File: src/rtl/cbus_aging_arbiter_pkg.sv
// ============================================================================
// Module   : cbus_aging_arbiter_pkg
// Purpose  : CBus request/response types and arbiter state encoding.
// Revision : 1.0 - initial release
// ============================================================================
`default_nettype none

package cbus_aging_arbiter_pkg;

    typedef struct packed {
        logic        valid;
        logic        is_write;
        logic [2:0]  size;
        logic [31:0] addr;
        logic [3:0]  strobe;
        logic [31:0] data;
        logic [7:0]  len;
        logic [1:0]  burst;
    } cbus_req_t;

    typedef struct packed {
        logic        ready;
        logic        last;
        logic [31:0] data;
    } cbus_resp_t;

    typedef enum logic [0:0] {
        ARB_IDLE = 1'b0,
        ARB_BUSY = 1'b1
    } arb_state_t;

    // Age counters must hold 0..AGE_LIMIT inclusive.
    function automatic int age_width(input int limit);
        return $clog2(limit + 1);
    endfunction

endpackage

`default_nettype wire

File: src/rtl/cbus_aging_arbiter_if.sv
// ============================================================================
// Module   : cbus_aging_arbiter_if
// Purpose  : Requester-side and memory-side CBus bundle around the arbiter.
// Revision : 1.0 - initial release
// ============================================================================
`default_nettype none

interface cbus_aging_arbiter_if #(
    parameter int NUM_REQS = 2
);
    import cbus_aging_arbiter_pkg::*;

    cbus_req_t  [NUM_REQS-1:0] ireqs;
    cbus_resp_t [NUM_REQS-1:0] iresps;
    cbus_req_t                 oreq;
    cbus_resp_t                oresp;

    modport slave  (input  ireqs, output iresps, output oreq, input  oresp);
    modport master (output ireqs, input  iresps, input  oreq, output oresp);

endinterface

`default_nettype wire

File: src/rtl/cbus_aging_arbiter_pick.sv
// ============================================================================
// Module   : cbus_arb_pick
// Purpose  : Combinational winner select: lowest-index aged requester first,
//            otherwise the highest-index valid requester.
// Revision : 1.0 - initial release
// ============================================================================
`default_nettype none

module cbus_arb_pick #(
    parameter int NUM_REQS  = 2,
    parameter int AGE_W     = 4,
    parameter int AGE_LIMIT = 8,
    parameter int SEL_W     = 1
) (
    input  wire logic [NUM_REQS-1:0]            i_valid,
    input  wire logic [NUM_REQS-1:0][AGE_W-1:0] i_ages,
    output logic      [SEL_W-1:0]               o_idx,
    output logic                                o_found
);

    always_comb begin
        o_idx   = '0;
        o_found = 1'b0;
        for (int i = 0; i < NUM_REQS; i++) begin
            if (i_valid[i]) begin
                o_idx   = SEL_W'(i);
                o_found = 1'b1;
            end
        end
        // Descending scan so the lowest-index aged requester is written last.
        for (int i = NUM_REQS - 1; i >= 0; i--) begin
            if (i_valid[i] && (i_ages[i] == AGE_W'(AGE_LIMIT))) begin
                o_idx = SEL_W'(i);
            end
        end
    end

endmodule

`default_nettype wire

File: src/rtl/cbus_aging_arbiter.sv
// ============================================================================
// Module   : cbus_aging_arbiter
// Purpose  : Fixed-priority CBus arbiter with per-requester aging; the grant
//            is held for a whole burst. Optional counters: CBUS_ARB_PERF_EN.
// Revision : 1.0 - initial release
// ============================================================================
`default_nettype none

module cbus_aging_arbiter #(
    parameter int NUM_REQS  = 2,
    parameter int AGE_LIMIT = 8
) (
    input  wire logic                 clk,
    input  wire logic                 reset,
    cbus_aging_arbiter_if.slave       bus
`ifdef CBUS_ARB_PERF_EN
    ,
    output logic [NUM_REQS-1:0][31:0] perf_grants,
    output logic [31:0]               perf_wait
`endif
);
    import cbus_aging_arbiter_pkg::*;

    localparam int AGE_W = age_width(AGE_LIMIT);
    localparam int SEL_W = $clog2(NUM_REQS);

    arb_state_t                       r_state;
    logic [SEL_W-1:0]                 r_sel;
    logic [NUM_REQS-1:0][AGE_W-1:0]   r_age;

    logic [NUM_REQS-1:0] w_valid;
    logic [SEL_W-1:0]    w_pick_idx;
    logic                w_pick_found;
    logic                w_sel_valid;
    logic                w_done;

    always_comb begin
        w_valid = '0;
        for (int i = 0; i < NUM_REQS; i++) begin
            w_valid[i] = bus.ireqs[i].valid;
        end
    end

    assign w_sel_valid = bus.ireqs[r_sel].valid;
    assign w_done      = bus.oresp.ready && bus.oresp.last;

    cbus_arb_pick #(
        .NUM_REQS  (NUM_REQS),
        .AGE_W     (AGE_W),
        .AGE_LIMIT (AGE_LIMIT),
        .SEL_W     (SEL_W)
    ) u_pick (
        .i_valid (w_valid),
        .i_ages  (r_age),
        .o_idx   (w_pick_idx),
        .o_found (w_pick_found)
    );

    always_ff @(posedge clk or posedge reset) begin
        if (reset) begin
            r_state <= ARB_IDLE;
            r_sel   <= '0;
            r_age   <= '0;
        end else begin
            case (r_state)
                ARB_IDLE: begin
                    // Every idle cycle is an arbitration round for the ages.
                    for (int i = 0; i < NUM_REQS; i++) begin
                        if (!w_valid[i] || (w_pick_idx == SEL_W'(i))) begin
                            r_age[i] <= '0;
                        end else if (r_age[i] != AGE_W'(AGE_LIMIT)) begin
                            r_age[i] <= r_age[i] + 1'b1;
                        end
                    end
                    if (w_pick_found) begin
                        r_sel   <= w_pick_idx;
                        r_state <= ARB_BUSY;
                    end
                end
                ARB_BUSY: begin
                    if (w_done || !w_sel_valid) begin
                        r_state <= ARB_IDLE;
                    end
                end
                default: r_state <= ARB_IDLE;
            endcase
        end
    end

    // Output steering follows the state register, so an async reset
    // silences the bus in the same cycle.
    always_comb begin
        bus.oreq   = '0;
        bus.iresps = '0;
        if (r_state == ARB_BUSY) begin
            bus.oreq          = bus.ireqs[r_sel];
            bus.iresps[r_sel] = bus.oresp;
        end
    end

`ifdef CBUS_ARB_PERF_EN
    logic [NUM_REQS-1:0] w_grant_vec;
    logic                w_waiting;

    always_comb begin
        w_grant_vec = '0;
        if (r_state == ARB_BUSY) begin
            w_grant_vec[r_sel] = 1'b1;
        end
    end

    assign w_waiting = |(w_valid & ~w_grant_vec);

    always_ff @(posedge clk or posedge reset) begin
        if (reset) begin
            perf_grants <= '0;
            perf_wait   <= '0;
        end else begin
            if ((r_state == ARB_BUSY) && w_done) begin
                perf_grants[r_sel] <= perf_grants[r_sel] + 32'd1;
            end
            if (w_waiting) begin
                perf_wait <= perf_wait + 32'd1;
            end
        end
    end
`endif

endmodule

`default_nettype wire
File: src/flat_wrapper.sv
// flat-port wrapper written by rule: the top's interface ports become plain ports
module cbus_aging_arbiter_flat import cbus_aging_arbiter_pkg::*;
#(
    parameter int NUM_REQS  = 2,
    parameter int AGE_LIMIT = 8
)
  (clk, reset, bus_ireqs, bus_iresps, bus_oreq, bus_oresp);
  cbus_aging_arbiter_if #(.NUM_REQS(NUM_REQS)) bus_i ();
  input  wire logic clk;
  input  wire logic reset;
  input wire logic [$bits(bus_i.ireqs)-1:0] bus_ireqs;
  output wire logic [$bits(bus_i.iresps)-1:0] bus_iresps;
  output wire logic [$bits(bus_i.oreq)-1:0] bus_oreq;
  input wire logic [$bits(bus_i.oresp)-1:0] bus_oresp;
  assign bus_i.ireqs = bus_ireqs;
  assign bus_iresps = bus_i.iresps;
  assign bus_oreq = bus_i.oreq;
  assign bus_i.oresp = bus_oresp;
  cbus_aging_arbiter #(.NUM_REQS(NUM_REQS), .AGE_LIMIT(AGE_LIMIT)) u_core (.clk(clk), .reset(reset), .bus(bus_i));
endmodule
File: config.mk
export PLATFORM = sky130hd
export DESIGN_NAME = cbus_aging_arbiter_flat
export DESIGN_NICKNAME = d
export VERILOG_FILES = /design/src/rtl/cbus_aging_arbiter_pkg.sv /design/src/rtl/cbus_aging_arbiter_if.sv /design/src/rtl/cbus_aging_arbiter_pick.sv /design/src/rtl/cbus_aging_arbiter.sv /design/src/flat_wrapper.sv
export SDC_FILE = /design/constraint.sdc
export NUM_CORES = 1
export LEC_CHECK = 0
export CAP_MARGIN = 20
export CORE_AREA = 8 8 132 134
export DETAILED_ROUTE_END_ITERATION = 10
export DIE_AREA = 0 0 140 142
export PLACE_DENSITY = 0.66
export SYNTH_ARGS = -nofsm -noshare
export SYNTH_HDL_FRONTEND = slang
export SYNTH_SLANG_ARGS = --single-unit
File: constraint.sdc
create_clock -name clk -period 1.9 [get_ports clk]
set_input_delay 0.38 -clock clk [delete_from_list [all_inputs] [get_ports clk]]
set_output_delay 0.38 -clock clk [all_outputs]
set_load 0.03 [all_outputs]
# Word level (Yosys, flattened, before mapping)
# Cells that the tools add are included.
# totals
regBits,10
in_bits,202
word_cells,48
# op_classes
n_addsub,2
n_lt_le_gt_ge,2
n_eq_ne,4
mux,18
bitwise_logic,3
reduce_logical,15
# ops
op,n
$mux 83,3
$and 68x68->68,1
$mux 68,1
$demux 34 s1,1
$mux 34,1
$mux 4,4
$add 4x1->4 const B,2
$eq 4x4->1 const B,2
$ne 4x4->1 const B,2
$mux 1,7
$reduce_and 2->1,3
$logic_and 1x1->1,4
$reduce_bool 2->1,2
$logic_not 1->1,3
$logic_or 1x1->1,3
$lt 1x2->1 const B,1
$not 1->1,2
$pmux 1 s2,1
$ge 1x1->1 const B,1

# Logic depth before layout (Yosys ltp)
# Gate-level depths: netlist of the first run.
# logic_depth
depth_word,8
mapped_depth,5

# Hierarchy
# Synthesis of the first run repeated with hierarchy kept, for this count alone.
# hier_totals
hier_cells,323
hier_area_um2,2519.9
# by_module_without_submodules
module,instances,cells_per_inst,area_per_inst_um2,seq_area_each_um2
cbus_aging_arbiter,1,319,2498.6,250.2
cbus_arb_pick,1,4,21.3,0.0

# Worst setup path after synthesis of the first run
# No wires, ideal clock.
# synth_path
path_kind,reg2out
startpoint,register u_core.r_sel
endpoint,output port bus_oreq[10]
arrival_time_ns,1.271
t_required_ns,1.520
slack_ns,0.249
path_stages_with_launch,5
path_buffers,2
cell_sequence,dfrtp_1 buf_2 buf_2 mux2i_1 nor2_1
# synth_between
elab_chain_len,3
# synth_rtl
element,line_no,rtl
start: declaration,cbus_aging_arbiter.sv:28,logic [SEL_W-1:0] r_sel;
start signal: assignment,cbus_aging_arbiter.sv:76,r_sel <= w_pick_idx;
$mux 83 (implied by the code) (2 in a row),cbus_aging_arbiter.sv:96,bus.oreq = bus.ireqs[r_sel];
$mux 83,cbus_aging_arbiter.sv:95,if (r_state == ARB_BUSY) begin
end: declaration,flat_wrapper.sv:13,output wire logic [$bits(bus_i.oreq)-1:0] bus_oreq;
# No other way between the ends. The select of a mux whose other input is x is not followed.

# Final worst setup path of the first run
# layout_path
startpoint,register u_core.r_sel
endpoint,output port bus_oreq[17]
# The elaborated chain is that of the path after synthesis.

==> results of run 1 <==
==> per-layer routing <==
metal  GRT usage  routed length [um]
met5           0                   0
met1       0.137                5440
met2       0.222                7090
met4      0.0246                 104
met3      0.0382                1190
==> per-stage QoR <==
step / setup TNS (ps) / hold slack (ps)
floorplan: 0 / 171
global placement: 0 / 560
detailed placement: 0 / 574
CTS: -77.7 / 461
global route: -590 / 485
finish: -11.7 / 427
==> power groups by stage <==
| stage | registers [mW] | clock network (mW) | logic (mW) |
|---|---|---|---|
| floorplan | 0.168 | 0 | 3.45 |
| global placement | 0.203 | 0 | 5.82 |
| detailed placement | 0.205 | 0 | 5.81 |
| CTS | 0.204 | 0.356 | 5.85 |
| global route | 0.214 | 0.365 | 6.48 |
| finish | 0.208 | 0.352 | 6.13 |
==> cell usage after synthesis <==
library cell | n | area share
nor2_1 | 86 | 0.16
mux2i_1 | 83 | 0.41
and2_1 | 35 | 0.11
and3_1 | 34 | 0.10
clkbuf_1 | 15 | 0.028
buf_2 | 14 | 0.034
dfrtp_1 | 6 | 0.074
inv_1 | 3 | 0.0055
o21ai_0 | 3 | 0.0074
ha_1 | 2 | 0.012
a21o_1 | 1 | 0.0037
a21oi_1 | 1 | 0.0025
a311o_1 | 1 | 0.0049
a31oi_1 | 1 | 0.0031
a32o_1 | 1 | 0.0049
and3b_4 | 1 | 0.0061
buf_4 | 1 | 0.0037
inv_2 | 1 | 0.0018
nand2_1 | 1 | 0.0018
nand2_2 | 1 | 0.0031
nand3_1 | 1 | 0.0025
nand3b_1 | 1 | 0.0037
nor2_2 | 1 | 0.0031
nor4_1 | 1 | 0.0031
o21ai_2 | 1 | 0.0043
or4_1 | 1 | 0.0037
or4b_4 | 1 | 0.0067
==> final timing paths <==
path	startpoint	endpoint	slack (ps)	cells after the start
worst max-delay path	u_core.r_sel	bus_oreq[17]	-10	5
worst min-delay path	reset	u_core.r_state	430	2
worst max register to register	u_core.r_age[0]	u_core.r_age[1]	410	5
worst min register to register	u_core.r_age[1]	u_core.r_age[1]	590	2
max in group asynchronous	reset	u_core.r_sel	1250	2
min in group clk	u_core.r_age[1]	u_core.r_age[1]	590	2
==> what timing repair did <==
| action | in CTS | in global routing |
|---|---|---|
| cloned | 0 | 3 |
| resized for setup | 2 | 3 |
| endpoints found under the setup margin | 18 | 39 |
| setup buffers | 0 | 11 |
| pin swaps | 0 | 4 |
==> cell usage in the layout (no fill, tap or decap), drive strengths merged <==
cell             n
clkdlybuf4s50  201
buf            177
nor2            87
mux2i           83
and2            35
and3            34
clkbuf           7
dfrtp            6
inv              4
o21ai            4
ha               2
nand2            2
and3b            1
or4b             1
a32o             1
nand3b           1
a21o             1
a21oi            1
a31oi            1
nand3            1
nor4             1
a311o            1
or4              1
==> state kept, by name (all words and copies together) (netlist names) <==
| register | cells |
|---|---|
| u_core.r_age | 4 |
| u_core.r_sel | 1 |
| u_core.r_state | 1 |
==> layout make-up <==
class	instances	area, um2	share of cell area
Timing Repair Buffer	381	3540	0.613
Inverter	4	15.0	0.00260
Tap cell	192	240	0.0416
Sequential cell	6	154	0.0266
Clock buffer	4	78.8	0.0136
Multi-Input combinational cell	258	1750	0.302
==> cell families after synthesis <==
family,Yosys count
adders and majority gates,2
buffers and inverters,34
and+or+nand+nor,164
muxes,83
DFF,6
AOI/OAI and AO/OA,9
==> results.tsv, run 1 <==
metric	value	unit
Top Ports	353	
post-synthesis cell type count	27	
standard-cell rows	46	
initial antenna violation count	0	
Compound-Gate Fraction of Synth Area	0.0307	
post-synthesis sequential area ratio	0.0736	
Synth Cell Area	2040	um2
Syn Area/Cell	6.85	um2
multiplexer share of the synthesized area	0.407	
DR DRC count	0	
Worst Setup End Kind	output pin	
Worst Path Arrival	1530	ps
max_slew headroom	0.775	
Post-DP Area	5500	um2
syn nets	502	
status	finished, violations left	
final core occ	0.375	
CTS Root Cell	clkbuf_16	
worst path bufs/invs	3	
leakage power	3.00	nW
final layout net count	858	
Yosys reg bits	6	
Inst Count DP	827	
WL final	13800	um
switching share of power	0.530	
main combinational cell family by area after synthesis	multiplexers	
latest clock arrival within the worst-skew pair	230	ps
fmax	0.523	GHz
Hold Crit Class	in2async	
Max Root-Sink Buffers	2	
net switching power	3.55	mW
Die Y	142	um
via/cell ratio	4.05	
share of layout cells above drive strength 1	0.292	
CTS tree	done	
final total power	6.69	mW
max-cap violations	0	
area grow syn2layout	183	%
Final period util	1.01	
Synthesis Warnings	0	
Internal	3.15	mW
largest net degree at the start of global routing	60	
VDD IR max	0.533	mV
Worst Tran Pin Value	337	ps
Comb pwr share	0.916	
Flop pwr share	0.031	
vias in the first global route	3423	
final setup fails	1	
post-synthesis simple-gate area fraction	0.403	
dpl ws	168	ps
Fillers	1579	
min Tclk post-route	1910	ps
unrepaired setup endpoints after global routing	yes	
worst-path fanout max	9	
Final Instance Count excl. Fillers	845	
Clock Power Share	0.053	
Final Hold Violating Endpoints	0	
CP max stage cell	dfrtp_4	
port bufs	352	
Initial Utilization	0.132	
WL per Instance	16.4	um
Mapped Cells	298	
drt pass-1 iters	4	
die area	19900	um2
drt first-iter violations	161	
post-route ant nets	0	
total CTS buffers	3	
most frequent CP cell	buf_12	
post-route cell area	5780	um2
CP max stage delay	530	ps
CTS sink count	6	
Slew Limit Fails	0	
setup ws final	-11.7	ps
Clock transition at path regs	40	ps
cells along the critical path	buf_12 > buf_12 > mux2i_1 > nor2_1 > buf_4	
Setup crit start kind	flip-flop	
DP HPWL	11400	um
die width	140	um
core area	15400	um2
XOR/XNOR share of the synthesized area	0	
CTS Hold Bufs	0	
GP Congestion	0.805	
violated checks	negative setup slack	
Worst Skew	2.47	ps
Power Dens Cells	1160	nW/um2
GRT overflow	0	
first-pass GRT wire length	19300	um
vias post-DR	3423	
gr usage total	0.122	
CTS H-tree lvls	1	
kind of critical path	reg2out	
adder-cell area share of the yosys netlist	0.0123	
Top delay family on crit path	flip-flops	
Worst EP required	1520	ps
n_diodes	0	
Power figures use the tool's default switching activity.
==> run 2: changes to the inputs <==
CORE_AREA = 8 8 130 132   (was 8 8 132 134)
DIE_AREA = 0 0 138 140   (was 0 0 140 142)
PLACE_DENSITY = 0.69   (was 0.66)
clock period = 1.65 ns   (was 1.9 ns; I/O delays follow)
==> run 2 against run 1 <==
Against the previous run:
- wire length rose by 0.46%
- first-iteration DRC count is 25% lower
- die area down 2.8%
- largest power group unchanged
- sequential share of layout area shrank 0.080 points
- global-route usage is 0.54 points higher
- cell area is 3.1% higher
- the run still ends with negative setup slack left
==> results.tsv, run 2 (synthesis gave the netlist of run 1 again) <==
metric	value	unit	change
status	finished, violations left		
violated checks	negative setup slack		
GRT overflow	0		unchanged
via/cell ratio	4.03		-0.50%
Worst Tran Pin Value	233	ps	-105 ps
vias in the first global route	3377		-1.3%
Slew Limit Fails	0		unchanged
min Tclk post-route	1840	ps	
Worst Setup End Kind	output pin		
Fillers	1522		-3.6%
Hold WS	394	ps	-32.9 ps
largest net degree at the start of global routing	40		-33%
Worst Skew	2.73	ps	+0.263 ps
gr usage total	0.127		+0.00539
latest clock arrival within the worst-skew pair	230	ps	about the same
n_diodes	0		unchanged
Internal	3.80	mW	+21%
standard-cell rows	45		-2.2%
Clock transition at path regs	40	ps	about the same
initial antenna violation count	0		unchanged
Max Root-Sink Buffers	2		unchanged
share of layout cells above drive strength 1	0.316		+0.0231
Hold Crit Class	in2async		
DP HPWL	11700	um	+2.5%
setup ws final	-188	ps	-177 ps
register area	154	um2	unchanged
DR DRC count	0		unchanged
post-route ant nets	0		unchanged
Initial Utilization	0.137		+0.00499
Final Instance Count excl. Fillers	847		+0.24%
CTS Hold Bufs	0		unchanged
Top Registers	u_core.r_age (4), u_core.r_sel (1), u_core.r_state (1)		
area grow syn2layout	192	%	
CTS H-tree lvls	1		unchanged
Die Y	140	um	-1.4%
net switching power	4.11	mW	+16%
GP Congestion	0.794		-1.3%
fmax	0.544	GHz	
Worst Path Arrival	1510	ps	-20 ps
Worst EP required	1320	ps	-200 ps
VDD IR max	0.739	mV	+39%
core area	14900	um2	-3.6%
max_slew headroom	0.840		+0.0654
post-route cell area	5960	um2	+3.1%
drt pass-1 iters	4		unchanged
CTS sink count	6		unchanged
final setup fails	149		+148
leakage power	3.03	nW	+0.86%
Final Hold Violating Endpoints	0		unchanged
Setup crit start kind	flip-flop		
die width	138	um	-1.4%
kind of critical path	reg2out		
Post-DP Area	5600	um2	+1.9%
WL per Instance	16.4	um	+0.22%
drt first-iter violations	121		-25%
final layout net count	864		+0.70%
first-pass GRT wire length	20100	um	+4.4%
Inst Count DP	836		+1.1%
Top Ports	353		unchanged
port bufs	352		unchanged
final core occ	0.401		+0.0262
commonest non-fill, non-tap cells in the layout	201 x clkdlybuf4s50_1, 141 x buf_4, 86 x nor2_1		
Clock Power Share	0.051		-0.002
Final period util	1.11		
Power Dens Cells	1330	nW/um2	+15%
total CTS buffers	3		unchanged
dpl ws	68.9	ps	-99.2 ps
max reg flops	4		unchanged
WL final	13900	um	+0.46%
Biggest register	u_core.r_age		
Flop pwr share	0.030		about the same
worst-path fanout max	17		+8
die area	19300	um2	-2.8%
vias post-DR	3414		-0.26%
CTS tree	done		
CTS Root Cell	clkbuf_16		
unrepaired setup endpoints after global routing	yes		
max-cap violations	0		unchanged
final total power	7.92	mW	+18%
Comb pwr share	0.919		+0.003
most common cell after layout, fill and taps aside	clkdlybuf4s50_1		
multi-input logic area	1800	um2	+3.3%
switching share of power	0.519		-0.0106
TNS Setup	-13510	ps	-13,500 ps
## run 2: metal layers
layer | GRT usage | routed length, um
met5 | 0 | 0
met4 | 0.0166 | 78
met3 | 0.0409 | 1140
met2 | 0.235 | 7310
met1 | 0.142 | 5350
## run 2: repair_timing
item / 4_1_cts / 5_1_grt
gates cloned: 0 / 2
resized for setup: 15 / 32
setup buffers: 2 / 3
setup endpoints to repair: 141 / 149
endpoints found under the hold margin: 0 / 0
## run 2: worst paths after layout
| kind | from | cells after the start | slack [ps] | to |
|---|---|---|---|---|
| setup reg to reg | u_core.r_age[0] | 5 | 140 | u_core.r_age[1] |
| hold / removal | reset | 2 | 390 | u_core.r_age[3] |
| hold reg to reg | u_core.r_age[2] | 1 | 560 | u_core.r_age[2] |
| min in group clk | u_core.r_age[2] | 1 | 560 | u_core.r_age[2] |
| max in group asynchronous | reset | 2 | 1040 | u_core.r_sel |
| setup / recovery | u_core.r_sel | 5 | -190 | bus_oreq[51] |
## run 2: layout make-up
cell class | instances | share of cell area
multi-input combinational | 258 | 0.303
sequential | 6 | 0.0258
timing repair buffer | 387 | 0.616
tap | 188 | 0.0395
inverter | 4 | 0.00252
clock buffer | 4 | 0.0132
## run 2: power groups by stage
stage	combinational (mW)	sequential, mW	clock (mW)
final	7.28	0.235	0.406
after global routing	7.69	0.240	0.419
after CTS	6.99	0.226	0.414
after detailed placement	6.85	0.228	0
after global placement	6.84	0.226	0
after floorplan	3.98	0.193	0
## run 2: critical path, cell delays in order, from the launching register on
cell     delay, ps
dfrtp_4        520
buf_12         180
buf_12         150
mux2i_2        180
nor2_1          60
buf_4          170
